**config.mk**
```make
export PLATFORM = sky130hd
export DESIGN_NAME = encode325_req
export DESIGN_NICKNAME = d
export VERILOG_FILES = /design/src/rtl/encode325_req.sv
export SDC_FILE = /design/constraint.sdc
export NUM_CORES = 1
export LEC_CHECK = 0
export CAP_MARGIN = 0
export CORE_MARGIN = 4
export CORE_UTILIZATION = 30
export DETAILED_ROUTE_END_ITERATION = 8
export SYNTH_ARGS = -nofsm -noshare
export SYNTH_HDL_FRONTEND = slang
export SYNTH_SLANG_ARGS = --single-unit
```
**constraint.sdc**
```tcl
create_clock -name clock -period 2 [get_ports clock]
set_clock_uncertainty 0.05 [all_clocks]
set_input_delay 0.4 -clock clock [delete_from_list [all_inputs] [get_ports clock]]
set_output_delay 0.4 -clock clock [all_outputs]
set_load 0.005 [all_outputs]
```
**src/rtl/encode325_req.sv**
```systemverilog
// 32-to-5 request encoder: sticky pending vector drained one index at a time over valid/ready.
// Fixed-priority or round-robin selection, registered outputs, duplicate-request pulse.
module encode325_req #(
    parameter bit ROUND_ROBIN = 1'b0
) (
    input  logic        clock,
    input  logic        reset,
    input  logic [31:0] req_in,
    input  logic        flush,
    input  logic        out_ready,
    output logic        out_valid,
    output logic [4:0]  out_index,
    output logic [31:0] pending,
    output logic        dup_pulse
);

    function automatic logic [4:0] lowest_set(input logic [31:0] v);
        logic [4:0] idx;
        idx = 5'd0;
        for (int i = 31; i >= 0; i--) begin
            if (v[i]) idx = 5'(i);
        end
        return idx;
    endfunction

    logic [31:0] pending_q;
    logic        valid_q;
    logic [4:0]  index_q;
    logic        dup_q;

    logic        xfer;
    logic [31:0] clr_mask;
    logic [31:0] pending_d;
    logic        dup_d;
    logic [4:0]  enc_d;

    assign xfer     = valid_q & out_ready;
    assign clr_mask = xfer ? (32'd1 << index_q) : 32'd0;

    // A set arriving on the acknowledged bit wins over the clear.
    assign pending_d = flush ? req_in : ((pending_q & ~clr_mask) | req_in);
    assign dup_d     = (|(req_in & pending_q & ~clr_mask)) & ~flush;

    generate
        if (ROUND_ROBIN) begin : g_rr
            logic [4:0]  last_grant_q;
            logic [4:0]  grant_base;
            logic [4:0]  search_start;
            logic [31:0] upper_mask;
            logic [31:0] upper_bits;

            // The grant made this cycle already steers the next search.
            assign grant_base   = xfer ? index_q : last_grant_q;
            assign search_start = grant_base + 5'd1;
            assign upper_mask   = 32'hFFFF_FFFF << search_start;
            assign upper_bits   = pending_d & upper_mask;
            assign enc_d        = (|upper_bits) ? lowest_set(upper_bits) : lowest_set(pending_d);

            always_ff @(posedge clock or negedge reset) begin
                if (!reset) begin
                    last_grant_q <= 5'd31;
                end else if (xfer) begin
                    last_grant_q <= index_q;
                end
            end
        end else begin : g_fixed
            assign enc_d = lowest_set(pending_d);
        end
    endgenerate

    always_ff @(posedge clock or negedge reset) begin
        if (!reset) begin
            pending_q <= 32'd0;
            valid_q   <= 1'b0;
            index_q   <= 5'd0;
            dup_q     <= 1'b0;
        end else begin
            pending_q <= pending_d;
            valid_q   <= |pending_d;
            if (|pending_d) begin
                index_q <= enc_d;
            end
            dup_q     <= dup_d;
        end
    end

    assign out_valid = valid_q;
    assign out_index = index_q;
    assign pending   = pending_q;
    assign dup_pulse = dup_q;

endmodule

```
* Yosys cells after proc, flatten, opt, wreduce, memory -nomap -nowiden *
Cells that the tools add are included.
W data, S select, Z words.

word-level totals
  flip-flop bits (word level) = 39
  latch bits = 0
  RAM bits = 0
  memory bits (read-only) = 0
  input port bits = 36
  output and inout port bits = 39
  memories kept = 0

cells by class
  add/subtract/negate cells = 0
  multiply operators = 0
  div/mod/pow operators = 0
  magnitude comparators = 0
  equal/unequal tests = 0
  shifts and indexed selects = 1
  multiplexer cells = 34
  bitwise logic cells = 8
  reductions and logical operators = 2

operators by type and width
  cell                    number
  $mux W5                 32
  $and A32 B32 Y32        3
  $mux W32                2
  $reduce_or A32 Y1       2
  $not A32 Y32            1
  $or A32 B32 Y32         1
  $shl A1 B5 Y32 const A  1
  $and A1 B1 Y1           2
  $not A1 Y1              1

* Depth between registers and ports, before layout *
Gate-level depths: netlist (run 1).

  word-level depth = 38
  gate-level depth with buffers = 9
  mapped depth without buffers = 9

* Worst setup path before layout (run 1) *
OpenSTA, ideal clock, no wires.

  path type = reg2reg
  start point = register index_q[3] (netlist: out_index[3])
  end point = register index_q[1] (netlist: out_index[1])
  library setup time = 0.095 ns
  arrival time = 2.040 ns
  slack = -0.185 ns
  stages on the path, launching flop included = 9
  path buffers = 1
  clock period less this slack = 2.185 ns
  cells stage by stage = dfrtp_1 and4bb_2 buf_6 nand2_1 a2111oi_4 nand4_2 nor4_4 a22oi_1 o31ai_1

on the way
  longest elaborated chain between the ends = 38

ends and longest elaborated chain
  item                    RTL line  text
  from (decl)             28        logic [4:0] index_q;
  from (signal assigned)  81        index_q <= enc_d;
  $shl A1 B5 Y32 (*)      38        assign clr_mask = xfer ? (32'd1 << index_q) : 32'd0;
  $mux W32 (*)            38
  $not A32 Y32 (*)        41        assign pending_d = flush ? req_in : ((pending_q & ~clr_mask) | req_in);
  $and A32 B32 Y32 (*)    41
  $or A32 B32 Y32 (*)     41
  $mux W32 (*)            41
  $mux W5 (32 in a row)   21        if (v[i]) idx = 5'(i);

Mark *: on every way between the ends. The rest lies on a longest branch, timed or not.
A chain may end at the register's enable or synchronous reset.

* Worst setup path in the final report (run 1) *
  start point = register index_q[2] (netlist: out_index[2])
  end point = register index_q[0] (netlist: out_index[0])

The elaborated chain is that of the path after synthesis.

==> metrics.txt, run 1 <==
DR WL/cell 18.92 um; Critical Path Sink Type register; most frequent cells in the layout buf_4 (151), clkdlybuf4s50_1 (70), dfrtp_1 (35); Worst slew margin 0.6335; worst hold slack 105.6 ps; Row Count 36; setup_tns -2703 ps; r2r startpoint out_index[2]; first-pass GRT wire length 20080 um; critical path, cell by cell buf_12 > buf_4 > and3b_2 > a211o_1 > a311oi_2 > o211ai_1 > a31oi_1 > o21ai_1 > a32o_2; CTS Buf Count 5; IO Port Bufs 74; core footprint 9819 um^2; FFs w/ async S/R, synth 1.000; Final Hold Viols 0; CTS max path bufs 2; Netlist cell types 71; Synth Flop Type dfrtp_1; pre-CTS WS -1145 ps; Die Span Y 108.7 um; largest net degree at the start of global routing 40; Seq/Total Area, Yosys 0.3206; clock sinks 39; share of cells above drive strength 1 0.4909; detailed-route DRC error count 0; CTS Hold Bufs 0; Slowest-stage cell, CP dfrtp_2; Max IR drop VDD 253.3 uV; die width 108.7 um; RSZ-0062 raised after global routing yes; vias in the first global route 3681; most common cell after layout, fill and taps aside buf_4; Setup CP Type reg -> reg; synth warn 0; Hold WC Path Type in -> async; DRT Pass-1 Iters 4; max incr delay on CP 460 ps; clock tree root driver cell clkbuf_8; H-tree depth 2; Mapped Cells 311; CP max FO 7; Area growth, synth to finish 85.29%; post-synth net total 347; synthesized area 3044 um^2; R2R Setup Slk -560 ps; # Max-Cap Violations 0; Finished Core Util 0.5744; cell taking the most area after synthesis dfrtp_1; post-route antenna net violation count 0; Startpoint Class register; FF-to-FF path depth 9; outcome finished, violations left; final worst slack -558.8 ps; Via Count 3499; final setup fails 7; Initial Utilization 0.3100; f_max 0.3908 GHz; Worst EP required 2150 ps; pwr/cell area 462.3 nW/um^2; failing checks negative setup slack; nets 587; overflow left after global routing 0; io pins 75; Filler cells 905; post-DP HPWL 9765 um; Final Cycle Share 1.279; Leakage Power 2.463 nW; minimum clock period 2559 ps; clock slew at reported path FFs 90 ps; 1st-iter DRT viols 160; All-Layer GR Usage 0.2229; GPL Wtd Cong 0.9506; final wirelength 12960 um; Synth area leaders dfrtp_1 (32%), a2111oi_4 (6.3%), a221oi_2 (4.9%); top cell type's share of synthesized area 0.3206; Die ar. 11820 um^2; worst-margin pin slew 549.8 ps; clk_lat worst skew 310 ps; routed vias/inst 5.108; WP data arrival 2710 ps; initial antenna violation count 0; #FFs+latches synth 39; RR Endpoint out_index[0]; TritonCTS clock tree yes; fin. max-slew vios 0; Post-synth EDFFs 0; Ant. Diodes 0; average cell area after synthesis 9.788 um^2
[cell usage after synthesis, drive strengths merged (2+ instances only)]
cell and n:
a2111oi 8, a21boi 3, a21o 4, a21oi 19, a221o 3, a221oi 11
a311oi 3, a31oi 7, a32o 3, a32oi 4, and2b 3, and3b 2
and4b 4, and4bb 7, buf 14, clkbuf 2, dfrtp 39, inv 30
nand2 30, nand2b 10, nand3 17, nand4 6, nor2 25, nor2b 7
nor3 3, nor3b 3, nor4 7, nor4b 4, o2111ai 6, o211ai 2
o21ai 4, o21bai 3, o311a 2, or2b 2
[power by group]
| part | switching, W | leakage [nW] | internal, W | total [W] |
|---|---|---|---|---|
| registers | 0.0000530 | 0.432 | 0.000844 | 0.000897 |
| clock network | 0.000323 | 0.0612 | 0.000405 | 0.000727 |
| logic | 0.000434 | 1.97 | 0.000550 | 0.000984 |
[metrics by stage]
stage | instance area (um^2) | instances | power, W
final | 5640 | 685 | 0.002608
after global routing | 5640 | 685 | 0.002726
after CTS | 5365 | 670 | 0.002553
after detailed placement | 4932 | 644 | 0.001754
after global placement | 4932 | 644 | 0.001748
after floorplan | 3070 | 311 | 0.001211
[flip-flops by register name, summed over array words and instances (netlist names)]
signal and cells:
out_index 5, out_valid 1, pending 32, dup_pulse 1
[how the worst max path moves through the flow]
stage	startpoint	end	slack, ps	cells after the start
floorplan	out_index[2]	out_index[1]	-160	8
global placement	out_ready	out_index[2]	-1090	9
detailed placement	out_ready	out_index[0]	-1140	9
CTS	out_index[1]	out_index[0]	-470	9
global route	out_index[2]	out_index[2]	-610	11
finish	out_index[2]	out_index[0]	-560	9
[cells by family (layout without fill, tap and decap cells)]
| kind of cell | after synthesis | in the layout | synth area share |
|---|---|---|---|
| AO/OA/AOI/OAI | 90 | 90 | 0.3009 |
| flip-flops | 39 | 39 | 0.3206 |
| AND/OR/NAND/NOR | 136 | 136 | 0.2972 |
| buffers and inverters | 46 | 287 | 0.08138 |
[per-layer routing]
metal,routed length [um],share of wire,vias to the layer above,track usage
met2,6533,0.50,94,0.3782
met4,290,0.022,0,0.08566
met3,604,0.047,21,0.04263
li1,-,-,1670,-
met5,0,0,-,0
met1,5534,0.43,1714,0.2795
[cell type report]
cell class	instances	area (um^2)	area share
Timing Repair Buffer	249	2221	0.3937
Tap cell	133	166.4	0.02950
Multi-Input combinational cell	226	2042	0.3620
Inverter	30	112.6	0.01996
Clock buffer	6	82.58	0.01464
Sequential cell	39	980.9	0.1739
Clock inverter	2	35.03	0.006211
[what timing repair did]
| action | in CTS | in global routing |
|---|---|---|
| pin swaps | 31 | 19 |
| buffers inserted | 17 | 16 |
| resized for setup | 35 | 31 |
| setup endpoints to repair | 10 | 8 |
| gates cloned | 1 | 1 |
[critical path: cells and delay by family (launching register included)]
kind / cells / cell delay [ps]
flops: 1 / 460
simple gates: 1 / 250
compound gates: 6 / 1390
buf+inv: 2 / 290
Note: power is estimated with default switching activity, not from simulation.
==> inputs of run 2 (changes only) <==
--- a/config.mk
+++ b/config.mk
@@ -9,6 +9,7 @@
 export CORE_MARGIN = 4
 export CORE_UTILIZATION = 30
 export DETAILED_ROUTE_END_ITERATION = 8
+export GPL_TIMING_DRIVEN = 0
 export SYNTH_ARGS = -nofsm -noshare
 export SYNTH_HDL_FRONTEND = slang
 export SYNTH_SLANG_ARGS = --single-unit
==> run 2 against run 1 <==
  * The run still ends with negative setup slack left
  * Sequential power about the same
  * Wire length fell by 7.0%
  * Die area is the same
  * Critical path depth decreased by 1
  * Worst hold slack gained 330 ps
  * Via count is 9.5% lower
  * Clock-buffer cell count up 1
  * Non-clock buffer count is 117 lower
  * Design area down 18%
  * Core utilization fell by 10 points
==> metrics.txt, run 2 (same netlist as run 1, synthesis figures left out) <==
outcome finished, violations left; failing checks negative setup slack; CP max FO 7; core footprint 9819 um^2; Post-DP Area 3993 um^2; most frequent cells in the layout clkdlybuf4s50_1 (70), buf_4 (35), dfrtp_1 (34); detailed-route DRC error count 0; fin. max-slew vios 0; final instance area 4638 um^2; Filler cells 974; IO Port Bufs 74; r2r startpoint out_index[3]; Critical Path Sink Type register; DRT Pass-1 Iters 6; Hold WC Path Type in -> async; switching power share of the total 0.3345; Worst path most repeated cell buf_4; combinational power share 0.348; Area growth, synth to finish 52.36%; multi-input logic area 1991 um^2; Final Cycle Share 1.226; setup_tns -2490 ps; H-tree depth 2; clock sinks 39; Startpoint Class register; Top Layer Used met4; critical path, cell by cell and4bb_4 > buf_4 > a21oi_2 > a2111oi_4 > nand4_2 > nor4_4 > buf_4 > a32o_2; first-pass GRT wire length 18350 um; die width 108.7 um; max FFs per register 32; switching pwr 0.0007433 W; Die ar. 11820 um^2; register area 982.2 um^2; CTS max path bufs 2; overflow left after global routing 0; Row Count 36; CTS Buf Count 5; # Max-Cap Violations 0; minimum clock period 2452 ps; routed vias/inst 5.576; Initial Utilization 0.3100; GPL Wtd Cong 0.9300; clock slew at reported path FFs 90 ps; All-Layer GR Usage 0.2055; TritonCTS clock tree yes; Worst EP required 2190 ps; Max IR drop VDD 267.7 uV; worst-margin pin slew 573.5 ps; most common cell after layout, fill and taps aside clkdlybuf4s50_1; Leakage Power 1.800 nW; Int Pwr 0.001478 W; pwr/cell area 479.0 nW/um^2; vias in the first global route 3254; FF-to-FF path depth 8; Setup CP Type reg -> reg; Finished Core Util 0.4724; clock power share 0.248; largest net degree at the start of global routing 33; nets 470; Via Count 3167; WP data arrival 2640 ps; register share of total power 0.404; f_max 0.4079 GHz; Total Power 0.002222 W; 1st-iter DRT viols 269; final setup fails 7; clk_lat worst skew 300 ps; clock tree root driver cell clkbuf_8; initial antenna violation count 0; post-route antenna net violation count 0; final worst slack -451.6 ps; Worst slew margin 0.6177; io pins 75; DR WL met2 5788 um; post-DP HPWL 8657 um; Final Hold Viols 0; RR Endpoint out_index[0]; Ant. Diodes 0; DR WL/cell 21.22 um; Slowest-stage cell, CP dfrtp_2; max incr delay on CP 450 ps; routed wl met3 732 um; R2R Setup Slk -450 ps; share of cells above drive strength 1 0.3241; RSZ-0062 raised after global routing yes; final wirelength 12050 um; Die Span Y 108.7 um; met1 wire length 5200 um
[run 2: cell count changes in the layout (fill, tap and decap cells not counted), sizes merged]
cell	previous run	this run
buf	175	57
dlygate4sd2	2	3
bufinv	1	0
dlymetal6s2s	1	0
clkbuf	7	8
dlygate4sd3	0	1
[run 2: cell type report]
class | instances | share of cell area
clock inverter | 1 | 0.001079
inverter | 30 | 0.02428
buffer | 14 | 0.03534
tap | 133 | 0.03588
timing repair buffer | 118 | 0.2460
multi-input combinational | 226 | 0.4292
clock buffer | 7 | 0.01646
sequential | 39 | 0.2118
[run 2: what timing repair did]
| item | 4_1_cts | 5_1_grt |
|---|---|---|
| endpoints found under the hold margin | 7 | 0 |
| gates cloned | 1 | 0 |
| pin swaps | 30 | 7 |
| buffers inserted | 32 | 10 |
| gates resized for setup | 40 | 14 |
| hold buffers | 1 | 0 |
| setup endpoints to repair | 7 | 7 |
[run 2: critical path, delay by kind of cell, from the launching register on]
kind                   cells  cell delay (ps)
AND/OR/NAND/NOR            3              920
AO/OA/AOI/OAI              3              650
flip-flops                 1              450
buffers and inverters      2              320
[run 2: power by group through the flow]
stage,registers (W),clock network [W],logic [W]
3_3_place_gp,0.000910,0,0.000638
3_5_place_dp,0.000911,0,0.000650
2_1_floorplan,0.000904,0,0.000307
6_report,0.000898,0.000551,0.000773
5_1_grt,0.000906,0.000585,0.000822
4_1_cts,0.000897,0.000555,0.000750
[run 2: worst max path at each step]
stage              endpoint    startpoint
2_1_floorplan  out_index[1]  out_index[2]
3_3_place_gp   out_index[1]         flush
3_5_place_dp   out_index[1]         flush
4_1_cts        out_index[1]  out_index[4]
5_1_grt        out_index[0]  out_index[3]
6_report       out_index[0]  out_index[3]
[run 2: layer usage]
metal  up-vias  global-route usage
li1       1424                   -
met1      1573              0.2672
met2       135              0.3389
met3        35             0.04144
met4         0             0.07214
met5         -                   0
[run 2: stage by stage]
step / std cells / hold slack [ps] / setup slack (ps)
global placement: 518 / 565.2 / -1114
detailed placement: 519 / 222.5 / -1138
global route: 568 / 464.9 / -531.3
finish: 568 / 432.5 / -451.6
CTS: 559 / 441.7 / -408.2
floorplan: 311 / 54.41 / -157.0
==> inputs of run 3 (changes only) <==
--- a/config.mk
+++ b/config.mk
@@ -9,6 +9,7 @@
 export CORE_MARGIN = 4
 export CORE_UTILIZATION = 30
 export DETAILED_ROUTE_END_ITERATION = 8
+export DONT_BUFFER_PORTS = 1
 export GPL_TIMING_DRIVEN = 0
 export SYNTH_ARGS = -nofsm -noshare
 export SYNTH_HDL_FRONTEND = slang
==> run 3 against run 2 <==
  * The flow still finishes with violations (negative setup slack)
  * Sequential share of layout area rose by 4.4 points
  * Worst hold slack got worse by 270 ps
  * Global-route usage is 0.74 points lower
  * Critical path type unchanged
  * Largest cell class unchanged
  * Largest power group unchanged
==> metrics.txt, run 3 (same netlist as run 1, synthesis figures left out) <==
final worst slack -497.0 ps; failing checks negative setup slack; H-tree depth 2; DRT Pass-1 Iters 5; DR WL/cell 23.65 um; Startpoint Class register; clock power share 0.272; detailed-route DRC error count 0; max incr delay on CP 460 ps; switching power share of the total 0.3378; Cells after DPL 444; largest net degree at the start of global routing 40; 1st-iter DRT viols 244; Via Count 2894; io pins 75; crit path capture out_index[2]; initial antenna violation count 0; core footprint 9819 um^2; register area 982.2 um^2; fin. max-slew vios 0; most frequent cells in the layout buf_4 (34), dfrtp_1 (34), inv_1 (28); WP data arrival 2630 ps; Crit. path cell count 8; minimum clock period 2497 ps; Row Count 36; TritonCTS clock tree yes; routed vias/inst 5.894; final wirelength 11610 um; nets 393; R2R Setup Slk -500 ps; Buf/Inv on CP 1; worst-margin pin slew 539.8 ps; post-route antenna net violation count 0; clk_lat worst skew 290 ps; met1 wire length 4512 um; overflow left after global routing 0; Ant. Diodes 0; outcome finished, violations left; CTS max path bufs 2; Final Hold Viols 0; Area growth, synth to finish 26.06%; Slowest-stage cell, CP dfrtp_2; Filler cells 985; All-Layer GR Usage 0.1981; Leakage Power 1.499 nW; share of cells above drive strength 1 0.3827; Top Layer Used met4; pwr/cell area 520.2 nW/um^2; Crit path max-delay family compound AO/OA/AOI/OAI gates; Die Span Y 108.7 um; FF-to-FF path depth 8; clock sinks 39; Worst EP required 2140 ps; final setup fails 7; f_max 0.4005 GHz; critical path, cell by cell and4b_2 > nand2b_1 > a31oi_4 > inv_2 > a311oi_4 > o2111a_1 > o211ai_1 > a32o_2; clock slew at reported path FFs 80 ps; switching pwr 0.0006742 W; Non-Filler Instances 491; routed wl met3 1318 um; IO Port Bufs 0; RR Endpoint out_index[2]; post-DP HPWL 8382 um; combinational power share 0.270; CTS Buf Count 5; die width 108.7 um; DR WL met2 5312 um; register share of total power 0.458; vias in the first global route 2996; r2r startpoint out_index[4]; CP max FO 7; Max IR drop VDD 284.1 uV; CP Launch Point out_index[4]; Finished Core Util 0.3908; RSZ-0062 raised after global routing yes; Worst slew margin 0.6401; Critical Path Sink Type register; multi-input logic area 1963 um^2; clock tree root driver cell clkbuf_8; first-pass GRT wire length 17550 um; Hold WC Path Type in -> reg; Final Cycle Share 1.249; Die ar. 11820 um^2; Setup CP Type reg -> reg; Total Power 0.001996 W; Initial Utilization 0.3100; Int Pwr 0.001322 W; max FFs per register 32; # Max-Cap Violations 0; GPL Wtd Cong 0.8993
## run 3: timing repair
action | 4_1_cts | 5_1_grt
hold buffers | 2 | 0
setup endpoints to repair | 7 | 7
gates cloned | 2 | 0
hold endpoints to repair | 39 | 0
buffers inserted | 31 | 5
pin swaps | 23 | 11
gates resized for setup | 28 | 13
## run 3: area by class of cell
cell class	instances	share of cell area
inverters	30	0.02934
clock buffers	5	0.01793
multi-input cells	226	0.5116
plain buffers	15	0.04597
well taps	133	0.04336
flip-flops and latches	39	0.2560
clock inverters	3	0.003913
repair buffers	40	0.09195
## run 3: power groups by stage
stage	combinational [W]	sequential, W	clock, W
after floorplan	0.000307	0.000904	0
after global placement	0.000396	0.000929	0
after detailed placement	0.000399	0.000931	0
after CTS	0.000504	0.000916	0.000558
after global routing	0.000573	0.000927	0.000595
final	0.000540	0.000914	0.000543
## run 3: worst min path at each step
stage,startpoint,to,cells after the start
4_1_cts,req_in[26],pending[26],2
2_1_floorplan,reset,dup_pulse,0
5_1_grt,req_in[15],pending[15],2
6_report,req_in[15],pending[15],2
3_5_place_dp,reset,pending[25],0
3_3_place_gp,reset,pending[25],0
## run 3: routing by layer
layer	vias to the layer above	GRT usage
met2	154	0.3173
met5	-	0
li1	1272	-
met3	43	0.07046
met4	0	0.08656
met1	1425	0.2397
## run 3: per-stage QoR
stage / worst slack (ps) / hold WS (ps) / cell area, um^2 / TNS [ps]
6_report: -497.0 / 161.8 / 3837 / -2566
5_1_grt: -614.7 / 155.0 / 3837 / -3252
4_1_cts: -407.5 / 157.5 / 3731 / -2107
3_5_place_dp: -695.4 / 55.95 / 3237 / -3377
3_3_place_gp: -734.7 / 55.90 / 3237 / -3532
2_1_floorplan: -157.0 / 54.41 / 3070 / -499.6
## run 3: worst register-to-register path, cell delays in order, from the launching register on
cell and delay, ps:
dfrtp_2 460, and4b_2 380, nand2b_1 170, a31oi_4 250, inv_2 70, a311oi_4 350
o2111a_1 260, o211ai_1 120, a32o_2 280
